$ cat src/rtl/multi_ch_feeder.sv
// rtl/multi_ch_feeder.sv - round-robin stack feeder driving a loader/drawer pair.
// Optional wait-state timeout is compiled in with FEEDER_TIMEOUT_EN.
module multi_ch_feeder #(
   parameter int N_CH           = 4,
   parameter int CH_W           = 2,
   parameter int TIMEOUT_CYCLES = 1024
) (
   input  logic            clock,
   input  logic            reset_n,
   input  logic [N_CH-1:0] stack_empty,
   output logic [N_CH-1:0] pop,
   output logic            load,
   output logic [CH_W-1:0] load_ch,
   input  logic            load_finish,
   input  logic            draw_finish,
   output logic            busy,
   output logic            timeout_err
);

   typedef enum logic [1:0] {IDLE, LOAD, DRAW} state_t;

   state_t            state, state_nx;
   logic [CH_W-1:0]   last_grant, last_grant_nx;
   logic [CH_W-1:0]   grant, load_ch_nx;
   logic              found;
   logic [N_CH-1:0]   pop_nx;
   logic              load_nx, busy_nx, terr_nx;
   logic              expired;

`ifdef FEEDER_TIMEOUT_EN
   localparam int CNT_W = $clog2(TIMEOUT_CYCLES + 1);
   logic [CNT_W-1:0] wait_cnt;

   // Counter restarts on every state change, so LOAD and DRAW each get a full budget.
   always_ff @(posedge clock or negedge reset_n) begin
      if (!reset_n)
         wait_cnt <= '0;
      else if (state_nx != state || state == IDLE)
         wait_cnt <= '0;
      else
         wait_cnt <= wait_cnt + CNT_W'(1);
   end

   assign expired = (state != IDLE) && (wait_cnt == CNT_W'(TIMEOUT_CYCLES - 1));
`else
   assign expired = 1'b0;
`endif

   // Rotating priority: first non-empty stack strictly after the last served one.
   always_comb begin
      int              idx;
      logic [CH_W-1:0] idx_c;
      found = 1'b0;
      grant = '0;
      for (int k = 0; k < N_CH; k++) begin
         idx = int'(last_grant) + 1 + k;
         if (idx >= N_CH)
            idx = idx - N_CH;
         idx_c = CH_W'(idx);
         if (!found && !stack_empty[idx_c]) begin
            found = 1'b1;
            grant = idx_c;
         end
      end
   end

   always_comb begin
      state_nx      = state;
      last_grant_nx = last_grant;
      load_ch_nx    = load_ch;
      pop_nx        = '0;
      load_nx       = load;
      busy_nx       = busy;
      terr_nx       = 1'b0;
      case (state)
         IDLE: begin
            if (found) begin
               pop_nx[grant] = 1'b1;
               load_nx       = 1'b1;
               busy_nx       = 1'b1;
               load_ch_nx    = grant;
               state_nx      = LOAD;
            end
         end
         LOAD: begin
            if (load_finish) begin
               load_nx  = 1'b0;
               state_nx = DRAW;
            end else if (expired) begin
               load_nx       = 1'b0;
               busy_nx       = 1'b0;
               terr_nx       = 1'b1;
               last_grant_nx = load_ch;
               state_nx      = IDLE;
            end
         end
         DRAW: begin
            if (draw_finish || expired) begin
               busy_nx       = 1'b0;
               terr_nx       = !draw_finish;
               last_grant_nx = load_ch;
               state_nx      = IDLE;
            end
         end
         default: state_nx = IDLE;
      endcase
   end

   always_ff @(posedge clock or negedge reset_n) begin
      if (!reset_n) begin
         state       <= IDLE;
         last_grant  <= CH_W'(N_CH - 1);
         load_ch     <= '0;
         pop         <= '0;
         load        <= 1'b0;
         busy        <= 1'b0;
         timeout_err <= 1'b0;
      end else begin
         state       <= state_nx;
         last_grant  <= last_grant_nx;
         load_ch     <= load_ch_nx;
         pop         <= pop_nx;
         load        <= load_nx;
         busy        <= busy_nx;
         timeout_err <= terr_nx;
      end
   end

endmodule

$ cat config.mk
export PLATFORM = sky130hd
export DESIGN_NAME = multi_ch_feeder
export DESIGN_NICKNAME = d
export VERILOG_FILES = /design/src/rtl/multi_ch_feeder.sv
export SDC_FILE = /design/constraint.sdc
export NUM_CORES = 1
export LEC_CHECK = 0
export ABC_AREA = 0
export CAP_MARGIN = 20
export CORE_MARGIN = 3
export CORE_UTILIZATION = 30
export CTS_CLUSTER_SIZE = 30
export DETAILED_ROUTE_END_ITERATION = 7
export PLACE_DENSITY = 0.62
export SLEW_MARGIN = 20
export SYNTH_ARGS = -nofsm -noshare
export SYNTH_HDL_FRONTEND = slang
export SYNTH_SLANG_ARGS = --single-unit
$ cat constraint.sdc
create_clock -name clock -period 1.75 [get_ports clock]
set_input_delay 0.4375 -clock clock [delete_from_list [all_inputs] [get_ports clock]]
set_output_delay 0.4375 -clock clock [all_outputs]
set_load 0.01 [all_outputs]
### Word level (Yosys, flattened, before mapping)

Cells that the tools add are included.

* eq/ne operators: 5
* order comparisons: 10
* $add $sub $neg: 8
* mux-type cells: 35
* reduce and logical (&&, ||, !) cells: 18

Operators by type and width (count)
* $mux W2: 11
* $lt A2 B3 Y1 const B: 5
* $mux W1: 14
* $ge A4 B3 Y1 const B: 3
* $reduce_and A3 Y1: 3
* $add A3 B2 Y4 const B: 2
* $bmux W1 S2: 4
* $mux W4: 2
* $sub A2 B1 Y2 const B: 4
* $logic_not A1 Y1: 6
* $ne A2 B2 Y1 const B: 3
* $pmux W2 S3: 1
* $add A3 B1 Y4 const B: 1
* $logic_and A1 B1 Y1: 4
* $pmux W1 S2: 2
* $reduce_and A2 Y1: 2
* $reduce_bool A2 Y1: 2
* $add A2 B1 Y3 const B: 1
* $ge A3 B3 Y1 const B: 1
* $demux W1 S2: 1
* $eq A2 B1 Y1 const B: 1
* $eq A2 B2 Y1 const B: 1
* $ge A2 B1 Y1 const B: 1
* $logic_not A2 Y1: 1

* register bits: 13
* output and inout port bits: 9

### Longest topological paths before layout

Gate-level depths: netlist of run 1.

* depth in word-level cells: 21
* mapped depth: 4

### Worst setup path after synthesis of run 1

OpenSTA, ideal clock, no wires.

* kind: register -> register
* from: register last_grant[1]
* to: register pop[0]
* slack: 0.406 ns
* buffers on the path: 0
* arrival: 1.224 ns
* cell stages (with the launch flop): 5
* required time: 1.630 ns
* library setup time: 0.120 ns
* path through: dfstp_2 -> mux2_4 -> o21ai_4 -> a21oi_2 -> and3_2

* word-level cells in the longest chain between the ends: 21

RTL lines
* start, declared: line 23 `logic [CH_W-1:0] last_grant, last_grant_nx;`
* start signal, assigned: line 112 `last_grant <= CH_W'(N_CH - 1);`
* start signal, assigned: line 120 `last_grant <= last_grant_nx;`
* $add A2 B1 Y3 (*): line 56 `idx = int'(last_grant) + 1 + k;`
* $add A3 B1 Y4: line 56
* $ge A4 B3 Y1 / $sub A2 B1 Y2 (equally long branches): line 57, 58
* $mux W2: line 57 `if (idx >= N_CH)`
* $bmux W1 S2: line 60 `if (!found && !stack_empty[idx_c]) begin`
* $mux W1 (not written as such): line 60
* $logic_not A1 Y1: line 60
* $logic_and A1 B1 Y1: line 60
* [... 6 more ...]
* $mux W2: line 60
* $lt A2 B3 Y1 (not written as such) / $ge A2 B1 Y1 (equally long branches): line 78 `pop_nx[grant] = 1'b1;`
* $logic_and A1 B1 Y1 (not written as such): line 78
* $mux W1 (not written as such): line 78
* $demux W1 S2: line 78
* $mux W4 (*): line 77 `if (found) begin`
* $mux W4 (*): line 75 `case (state)`
* via pop_nx[0]: line 26 `logic [N_CH-1:0] pop_nx;`
* end signal, assigned: line 122 `pop <= pop_nx;`
* end, declared: line 11 `output logic [N_CH-1:0] pop,`

The timed path passes the listed nets; every way through them passes the cells marked *. The select of a mux whose other input is x is not followed.
A chain may end at the register's enable or synchronous reset.

### Worst setup path after layout of run 1

* from: register load_ch[0]
* to: output load_ch[0]

RTL lines
* start, declared: line 13 `output logic [CH_W-1:0] load_ch,`
* start signal, assigned: line 121 `load_ch <= load_ch_nx;`

No word-level cell between the ends.

==> results.json, run 1 <==
{
  "outcome": "complete, no violations",
  "slew_viol_final": 0,
  "crit_family": "buffers and inverters",
  "p_per_area_mw_per_mm2": 1526,
  "hold_path.class": "input pin to async pin",
  "ys_warn_count": 0,
  "antenna_cells": 0,
  "cp.arrival_ns": 1.19,
  "synth_area_sq_um": 600.6,
  "finalWirelength_um": 1246,
  "finClkSkew_ns": 0.009312,
  "crit_path_start_kind": "flop",
  "placementRows": 15,
  "synthToLayoutAreaGrowth_pct": 38.33,
  "post_cts_resized": 0,
  "fmax_mhz": 614.5,
  "start_util": 0.3333,
  "cts_buffers": 3,
  "crit_start": "load_ch[0]",
  "crit_chain": "clkdlybuf4s50_1",
  "ctsLongestPathBuffers": 2,
  "post_cts_buffers": 0,
  "drc": 0,
  "drt-pass1-iter-count": 3,
  "setup_viol": 0,
  "slew_headroom": 0.6345,
  "required_ns": 1.31,
  "fin_crit_ns": 1.627,
  "core_area_sq_mm": 0.001802,
  "yosysSeqAreaShare": 0.5042,
  "r2r_slack_ns": 0.35,
  "die_y_um": 50.74,
  "crit_path_max_incr_delay_ns": 0.54,
  "routedWlPerCell_um": 11.98,
  "synth_cells": 57,
  "die-area_sq_mm": 0.002575,
  "grt_use_total": 0.1091,
  "tightest_slew_ns": 0.5466,
  "grt_max_degree": 13,
  "holdWs_ns": 0.5142,
  "drive_gt1_frac": 0.2152,
  "cts_tree": "built",
  "clkSinkCount": 12,
  "nNetsFinal": 88,
  "regToRegStartpoint": "last_grant[1]",
  "hold_viol": 0,
  "antenna_found_initial": 0,
  "top_level_ports": 17,
  "n_fill_cell": 190,
  "post_dp_cell_area_sq_um": 804.5,
  "rsz0062_at_grt": "no",
  "finalCritPeriodShare": 0.9299,
  "ant_nets": 0,
  "die_w_um": 50.74,
  "avgSynthCellArea_sq_um": 10.54,
  "yosys.cell_types.count": 28,
  "path_buf_inv": 1,
  "r2r_end": "pop[0]",
  "path_clk_slew_ns": 0.08,
  "first_global_vias": 474,
  "leakagePower_nw": 0.3521,
  "syn_nets": 65,
  "drt-vias-per-instance": 4.615,
  "critical_path_peak_fanout": 3,
  "vdd_ir_drop_max_v": 0.0006482,
  "num_vias": 480,
  "hpwlAfterDp_um": 906,
  "multi_input_area_sq_um": 275.3,
  "crit_type": "flop to primary output",
  "ys_seq_elements": 12,
  "regArea_sq_um": 302.8,
  "gp_congestion": 0.7420,
  "reg2regPathDepth": 4,
  "stdcell_area_sq_um": 830.8,
  "cap_violations": 0,
  "cts_root_buffer": "clkbuf_4",
  "holdBufCountCts": 0,
  "drt_iter0_markers": 5,
  "grt_overflow_total": 0,
  "cts_max_level": 1,
  "cp_slowest_cell": "clkdlybuf4s50_1",
  "insertion_delay_ns": 0.27,
  "endpoint_kind": "primary output",
  "final.setup.tns_ns": 0,
  "portBuffers": 15,
  "grt_pass1_wl_um": 2139
}
## flip-flops by register name (all words and copies together) (netlist names)
name / cells
load_ch: 2
state: 2
pop: 4
busy: 1
load: 1
last_grant: 2
## stage by stage
stage               total power, mW  setup WS [ns]  utilization  std cells
floorplan                    0.8223         0.4057            -         57
global route                  1.368        0.05754       0.4611        104
global placement              1.089       -0.03817       0.4465        100
CTS                           1.277         0.1138       0.4611        104
detailed placement            1.095       -0.06602       0.4465        100
finish                        1.268         0.1226       0.4611        104
## cell usage after synthesis
cell type / count / area (sq um)
a211oi_2: 1 / 12.51
a21boi_0: 1 / 7.510
a21oi_1: 5 / 25.02
a21oi_2: 1 / 8.760
a41o_1: 1 / 10.01
a41oi_1: 1 / 8.760
and3_2: 1 / 7.510
and3b_1: 1 / 8.760
buf_4: 1 / 7.510
conb_1: 1 / 3.750
dfrtp_1: 10 / 250.2
dfstp_2: 2 / 52.55
inv_1: 4 / 15.01
mux2_2: 1 / 11.26
mux2_4: 1 / 15.01
nand2_1: 3 / 11.26
nand2b_1: 1 / 6.260
nand3_2: 1 / 10.01
nand3b_1: 3 / 22.52
nor2_1: 3 / 11.26
nor2_4: 1 / 11.26
nor2b_1: 3 / 18.77
nor3_1: 1 / 5.000
o21ai_0: 5 / 25.02
o21ai_1: 1 / 5.000
o21ai_4: 1 / 16.27
o21bai_1: 1 / 7.510
o22ai_1: 1 / 6.260
## worst max-delay path by stage
| stage | to | depth (start not counted) |
|---|---|---|
| global route | load_ch[0] | 1 |
| floorplan | pop[0] | 4 |
| global placement | pop[0] | 5 |
| finish | load_ch[0] | 1 |
| detailed placement | pop[0] | 5 |
| CTS | load_ch[0] | 1 |
## cells in the final DEF (no fill, tap or decap), drive strengths merged, types with 3 or more instances in the layout
cell	count
nand2	3
a21oi	6
nor2	4
inv	4
clkdlybuf4s50	15
buf	4
nand3b	3
dfrtp	10
clkbuf	4
nor2b	3
o21ai	7
## per-layer routing
metal / up-vias / track usage / part of all wire
met5: - / 0 / 0
li1: 244 / - / -
met2: 12 / 0.1783 / 0.45
met4: 0 / 0.04036 / 0.015
met3: 2 / 0.01780 / 0.027
met1: 222 / 0.1439 / 0.51
## cell families (layout without fill, tap and decap cells)
logic type | after synthesis | in the layout | synth area share
flops | 12 | 12 | 0.5042
mux | 2 | 2 | 0.04374
simple gates | 18 | 18 | 0.1875
other cells | 1 | 1 | 0.006244
compound gates | 19 | 19 | 0.2208
buf+inv | 5 | 27 | 0.03750
## power breakdown
group	switching, mW	internal (mW)	leakage, nW
Combinational	0.240	0.319	0.193
Sequential	0.120	0.410	0.144
Clock	0.0916	0.0881	0.0150
Total	0.451	0.816	0.352
## layout make-up
type                    instances  share of cell area
multi-input cells              40              0.3313
inverters                       4             0.01807
clock buffers                   4             0.03163
repair buffers                 19              0.2169
flip-flops and latches         12              0.3645
well taps                      25             0.03765
(Power assumes the default switching activity.)
==> run 2, diff against run 1 <==
- CORE_UTILIZATION: 30 -> 44
- PLACE_DENSITY: 0.62 -> 0.82
- SETUP_SLACK_MARGIN: unset -> 0.4
==> results.json, run 2 (same netlist as run 1, synthesis figures left out) <==
{
  "setup_ws_ns": 0.3472,
  "die_w_um": 42.95,
  "crit_path_start_kind": "flop",
  "n_fill_cell": 108,
  "crit_family": "flip-flops",
  "crit_path_max_incr_delay_ns": 0.58,
  "die_y_um": 42.95,
  "drt-pass1-iter-count": 4,
  "first_global_vias": 496,
  "ant_nets": 0,
  "top_level_ports": 17,
  "dp_cells": 89,
  "finish.utilization": 0.6920,
  "cts_tree": "built",
  "drc": 0,
  "hpwlAfterDp_um": 911.3,
  "drt_iter0_markers": 23,
  "r2r_slack_ns": 0.35,
  "rsz0062_at_grt": "yes",
  "start_util": 0.5063,
  "finClkSkew_ns": 0.006287,
  "vdd_ir_drop_max_v": 0.0009219,
  "use_met3": 0.05508,
  "nNetsFinal": 91,
  "antenna_found_initial": 0,
  "largest_register_ffs": 4,
  "synthToLayoutAreaGrowth_pct": 36.67,
  "post_dp_cell_area_sq_um": 790.8,
  "crit_type": "flop to flop",
  "top_usage_layer": "met2",
  "cts_root_buffer": "clkbuf_4",
  "stdcell_count": 96,
  "grt_pass1_wl_um": 2380,
  "path_clk_slew_ns": 0.07,
  "critical_path_peak_fanout": 4,
  "regMostFlops": "pop",
  "cap_violations": 0,
  "p_per_area_mw_per_mm2": 1563,
  "insertion_delay_ns": 0.28,
  "fin_crit_ns": 1.403,
  "slew_viol_final": 0,
  "cp.arrival_ns": 1.62,
  "cts_max_level": 1,
  "drive_gt1_frac": 0.3293,
  "core_area_sq_mm": 0.001186,
  "required_ns": 1.96,
  "holdWs_ns": 0.4961,
  "grt_overflow_total": 0,
  "drt-vias-per-instance": 5.448,
  "grt.met1_usage": 0.2401,
  "outcome": "complete, no violations",
  "endpoint_kind": "flop",
  "routedWlPerCell_um": 14.05,
  "setup_viol": 0,
  "hold_viol": 0,
  "antenna_cells": 0,
  "stdcell_area_sq_um": 820.8,
  "pre_cts_ws_ns": -0.05333,
  "finalWirelength_um": 1349,
  "path_buf_inv": 0,
  "grt_use_total": 0.1817,
  "tightest_slew_ns": 0.5081,
  "portBuffers": 15,
  "cp_slowest_cell": "dfstp_2",
  "slew_headroom": 0.6602,
  "cts_buffers": 3,
  "grt_max_degree": 13,
  "gp_congestion": 0.7634,
  "clkSinkCount": 12,
  "fmax_mhz": 712.9,
  "layout_common_cells": "10 x dfrtp_1, 7 x buf_4, 5 x o21ai_0, 5 x clkbuf_2",
  "finalCritPeriodShare": 0.8016,
  "use_met2": 0.2575,
  "ctsLongestPathBuffers": 2,
  "leakagePower_nw": 0.3795,
  "regArea_sq_um": 302.8,
  "hold_path.class": "input pin to async pin",
  "crit_chain": "mux2_4, o21ai_4, a21oi_2, and3b_1",
  "layout_commonest_cell": "dfrtp_1",
  "multi_input_area_sq_um": 285.3,
  "die-area_sq_mm": 0.001844,
  "num_vias": 523,
  "placementRows": 12
}
-- run 2: cell count changes in the layout (fill, tap and decap cells not counted), moves of 3 or more --
cell,delta
buf_4,+3
dlygate4sd2_1,+3
clkdlybuf4s15_1,+4
clkbuf_2,+5
clkdlybuf4s50_1,-12
-- run 2: where the power goes --
group	switching [mW]	internal, mW
Combinational	0.275	0.302
Sequential	0.118	0.410
Clock	0.0897	0.0884
Total	0.482	0.800
-- run 2: layer usage --
metal | vias to the layer above | share of wire
met5 | - | 0
met3 | 3 | 0.062
met4 | 0 | 0.020
met1 | 251 | 0.40
li1 | 249 | -
met2 | 20 | 0.52
-- run 2: worst paths after layout --
check / endpoint / startpoint / cells after the start
max in group asynchronous: last_grant[1] / reset_n / 1
worst min register to register: last_grant[1] / load_ch[1] / 2
worst max-delay path: pop[1] / last_grant[1] / 4
min in group clock: last_grant[1] / load_ch[1] / 2
worst min-delay path: pop[3] / reset_n / 1
worst max register to register: pop[1] / last_grant[1] / 4
-- run 2: repair_timing --
action / in CTS / in global routing
buffers inserted: 2 / 1
pin swaps: 1 / 2
gates resized for setup: 21 / 8
endpoints found under the setup margin: 15 / 9
hold buffers: 0 / 0
-- run 2: final cells by class --
cell class	count	share of cell area
Timing Repair Buffer	22	0.2119
Multi-Input combinational cell	40	0.3476
Tap cell	14	0.02134
Clock buffer	4	0.03201
Inverter	4	0.01829
Sequential cell	12	0.3689
-- run 2: metrics by stage --
step                      setup TNS, ns  power [mW]
after floorplan                       0      0.8223
after global placement         -0.03140       1.080
after detailed placement        -0.1432       1.097
after CTS                             0       1.273
after global routing                  0       1.393
final                                 0       1.283
==> run 3, diff against run 2 <==
- CORE_UTILIZATION: 44 -> 40
- PLACE_DENSITY: 0.82 -> 0.79
- clock period: 1.75 -> 1.15 ns (I/O delays scaled with it)
==> results.json, run 3 (same netlist as run 1, synthesis figures left out) <==
{
  "stdcell_area_sq_um": 914.6,
  "cp.arrival_ns": 1.61,
  "die-area_sq_mm": 0.002003,
  "ctsLongestPathBuffers": 2,
  "finClkSkew_ns": 0.003083,
  "path_buf_inv": 0,
  "insertion_delay_ns": 0.28,
  "layout_common_cells": "11 x buf_4, 9 x dfrtp_1, 8 x buf_2",
  "p_total_mw": 2.216,
  "stdcell_count": 104,
  "hpwlAfterDp_um": 1081,
  "nNetsFinal": 99,
  "endpoint_kind": "flop",
  "cap_violations": 0,
  "crit_type": "flop to flop",
  "dp_cells": 100,
  "rsz0062_at_grt": "yes",
  "hold_path.class": "input pin to async pin",
  "reg2regPathDepth": 4,
  "hold_viol": 0,
  "regMostFlops": "pop",
  "crit_start": "last_grant[1]",
  "critical_path_peak_fanout": 4,
  "crit_chain": "mux2_4, o21ai_4, a21oi_2, and3b_1",
  "die_w_um": 44.75,
  "pre_cts_ws_ns": -0.5305,
  "crit_path_max_incr_delay_ns": 0.58,
  "antenna_cells": 0,
  "path_clk_slew_ns": 0.07,
  "setup_viol": 6,
  "r2r_end": "pop[1]",
  "leakagePower_nw": 0.4336,
  "slew_viol_final": 0,
  "drt-pass1-iter-count": 4,
  "n_fill_cell": 101,
  "portBuffers": 15,
  "start_util": 0.4449,
  "first_global_vias": 550,
  "r2r_slack_ns": -0.24,
  "crit_path_start_kind": "flop",
  "drc": 0,
  "cts_root_buffer": "clkbuf_4",
  "grt_max_degree": 9,
  "crit_family": "flip-flops",
  "synthToLayoutAreaGrowth_pct": 52.29,
  "vdd_ir_drop_max_v": 0.001168,
  "routedWlPerCell_um": 15.16,
  "num_vias": 567,
  "grt_overflow_total": 0,
  "cp_slowest_cell": "dfstp_2",
  "regToRegStartpoint": "last_grant[1]",
  "grt_pass1_wl_um": 2394,
  "largest_register_ffs": 4,
  "violations": "setup timing",
  "drt-vias-per-instance": 5.452,
  "fmax_mhz": 720.5,
  "holdBufCountCts": 0,
  "outcome": "finished, violations left",
  "ant_nets": 0,
  "core_area_sq_mm": 0.001350,
  "layout_commonest_cell": "buf_4",
  "placementRows": 13,
  "setup_ws_ns": -0.2380,
  "fin_crit_ns": 1.388,
  "post_dp_cell_area_sq_um": 867.1,
  "final.setup.tns_ns": -1.129,
  "drive_gt1_frac": 0.5169,
  "p_per_area_mw_per_mm2": 2422,
  "endpoint": "pop[1]",
  "grt_use_total": 0.1690,
  "cts_max_level": 1,
  "cp.depth": 4,
  "cts_tree": "built",
  "drt_iter0_markers": 15,
  "top_level_ports": 17,
  "clkSinkCount": 12,
  "gp_congestion": 0.7765,
  "cts_buffers": 3,
  "finalWirelength_um": 1577,
  "finalCritPeriodShare": 1.207,
  "required_ns": 1.37,
  "antenna_found_initial": 0,
  "die_y_um": 44.75
}
run 3: cell types whose count changed in the layout (fill, tap and decap cells not counted), moves of 2 or more:
cell / change
o21ai_1: +3
a21oi_1: -2
o21ai_0: -4
buf_4: +4
nor2b_1: -2
clkdlybuf4s15_1: -4
a21oi_2: +2
buf_6: +4
buf_2: +8
clkbuf_2: -5
run 3: routing by layer:
layer  wire length, um  vias to the layer above  track usage
met5                 0                        -            0
met4                36                        0      0.09036
met3                88                        5      0.03984
met2               838                       21       0.2808
met1               613                      273       0.2005
li1                  -                      268            -
run 3: layout make-up:
| cell class | count | area (sq um) | share of cell area |
|---|---|---|---|
| flip-flops and latches | 12 | 304.0 | 0.3324 |
| clock buffers | 3 | 22.52 | 0.02462 |
| multi-input cells | 40 | 319.1 | 0.3488 |
| inverters | 4 | 15.01 | 0.01642 |
| repair buffers | 30 | 235.2 | 0.2572 |
| well taps | 15 | 18.77 | 0.02052 |
run 3: how the worst min path moves through the flow:
stage	start	end	slack [ns]	cells after the start
finish	reset_n	busy	0.25	1
CTS	reset_n	load_ch[1]	0.26	1
floorplan	reset_n	busy	-0.008	0
global route	reset_n	busy	0.27	1
global placement	last_grant[1]	last_grant[1]	0.49	2
detailed placement	last_grant[1]	last_grant[1]	0.50	2
run 3: through the flow:
step,hold WS (ns),utilization
after floorplan,-0.008091,-
after global placement,0.4924,0.6423
after detailed placement,0.5035,0.6423
after CTS,0.2577,0.6673
after global routing,0.2673,0.6775
final,0.2492,0.6775
run 3: worst register-to-register path: cells and delay by family, from the launching register on:
| kind | cells | cell delay (ns) |
|---|---|---|
| AO/OA/AOI/OAI | 2 | 0.23 |
| flip-flops | 1 | 0.58 |
| multiplexers | 1 | 0.32 |
| AND/OR/NAND/NOR | 1 | 0.21 |
run 3: power by group:
| part | switching [mW] | leakage, nW | internal (mW) | total (mW) |
|---|---|---|---|---|
| Sequential | 0.139 | 0.143 | 0.627 | 0.766 |
| Combinational | 0.549 | 0.277 | 0.640 | 1.19 |
| Clock | 0.139 | 0.0138 | 0.122 | 0.261 |
run 3: repair_timing:
action / CTS / global route
endpoints found under the setup margin: 20 / 20
pin swaps: 4 / 2
endpoints found under the hold margin: 0 / 0
buffers inserted: 1 / 0
gates resized for setup: 49 / 6
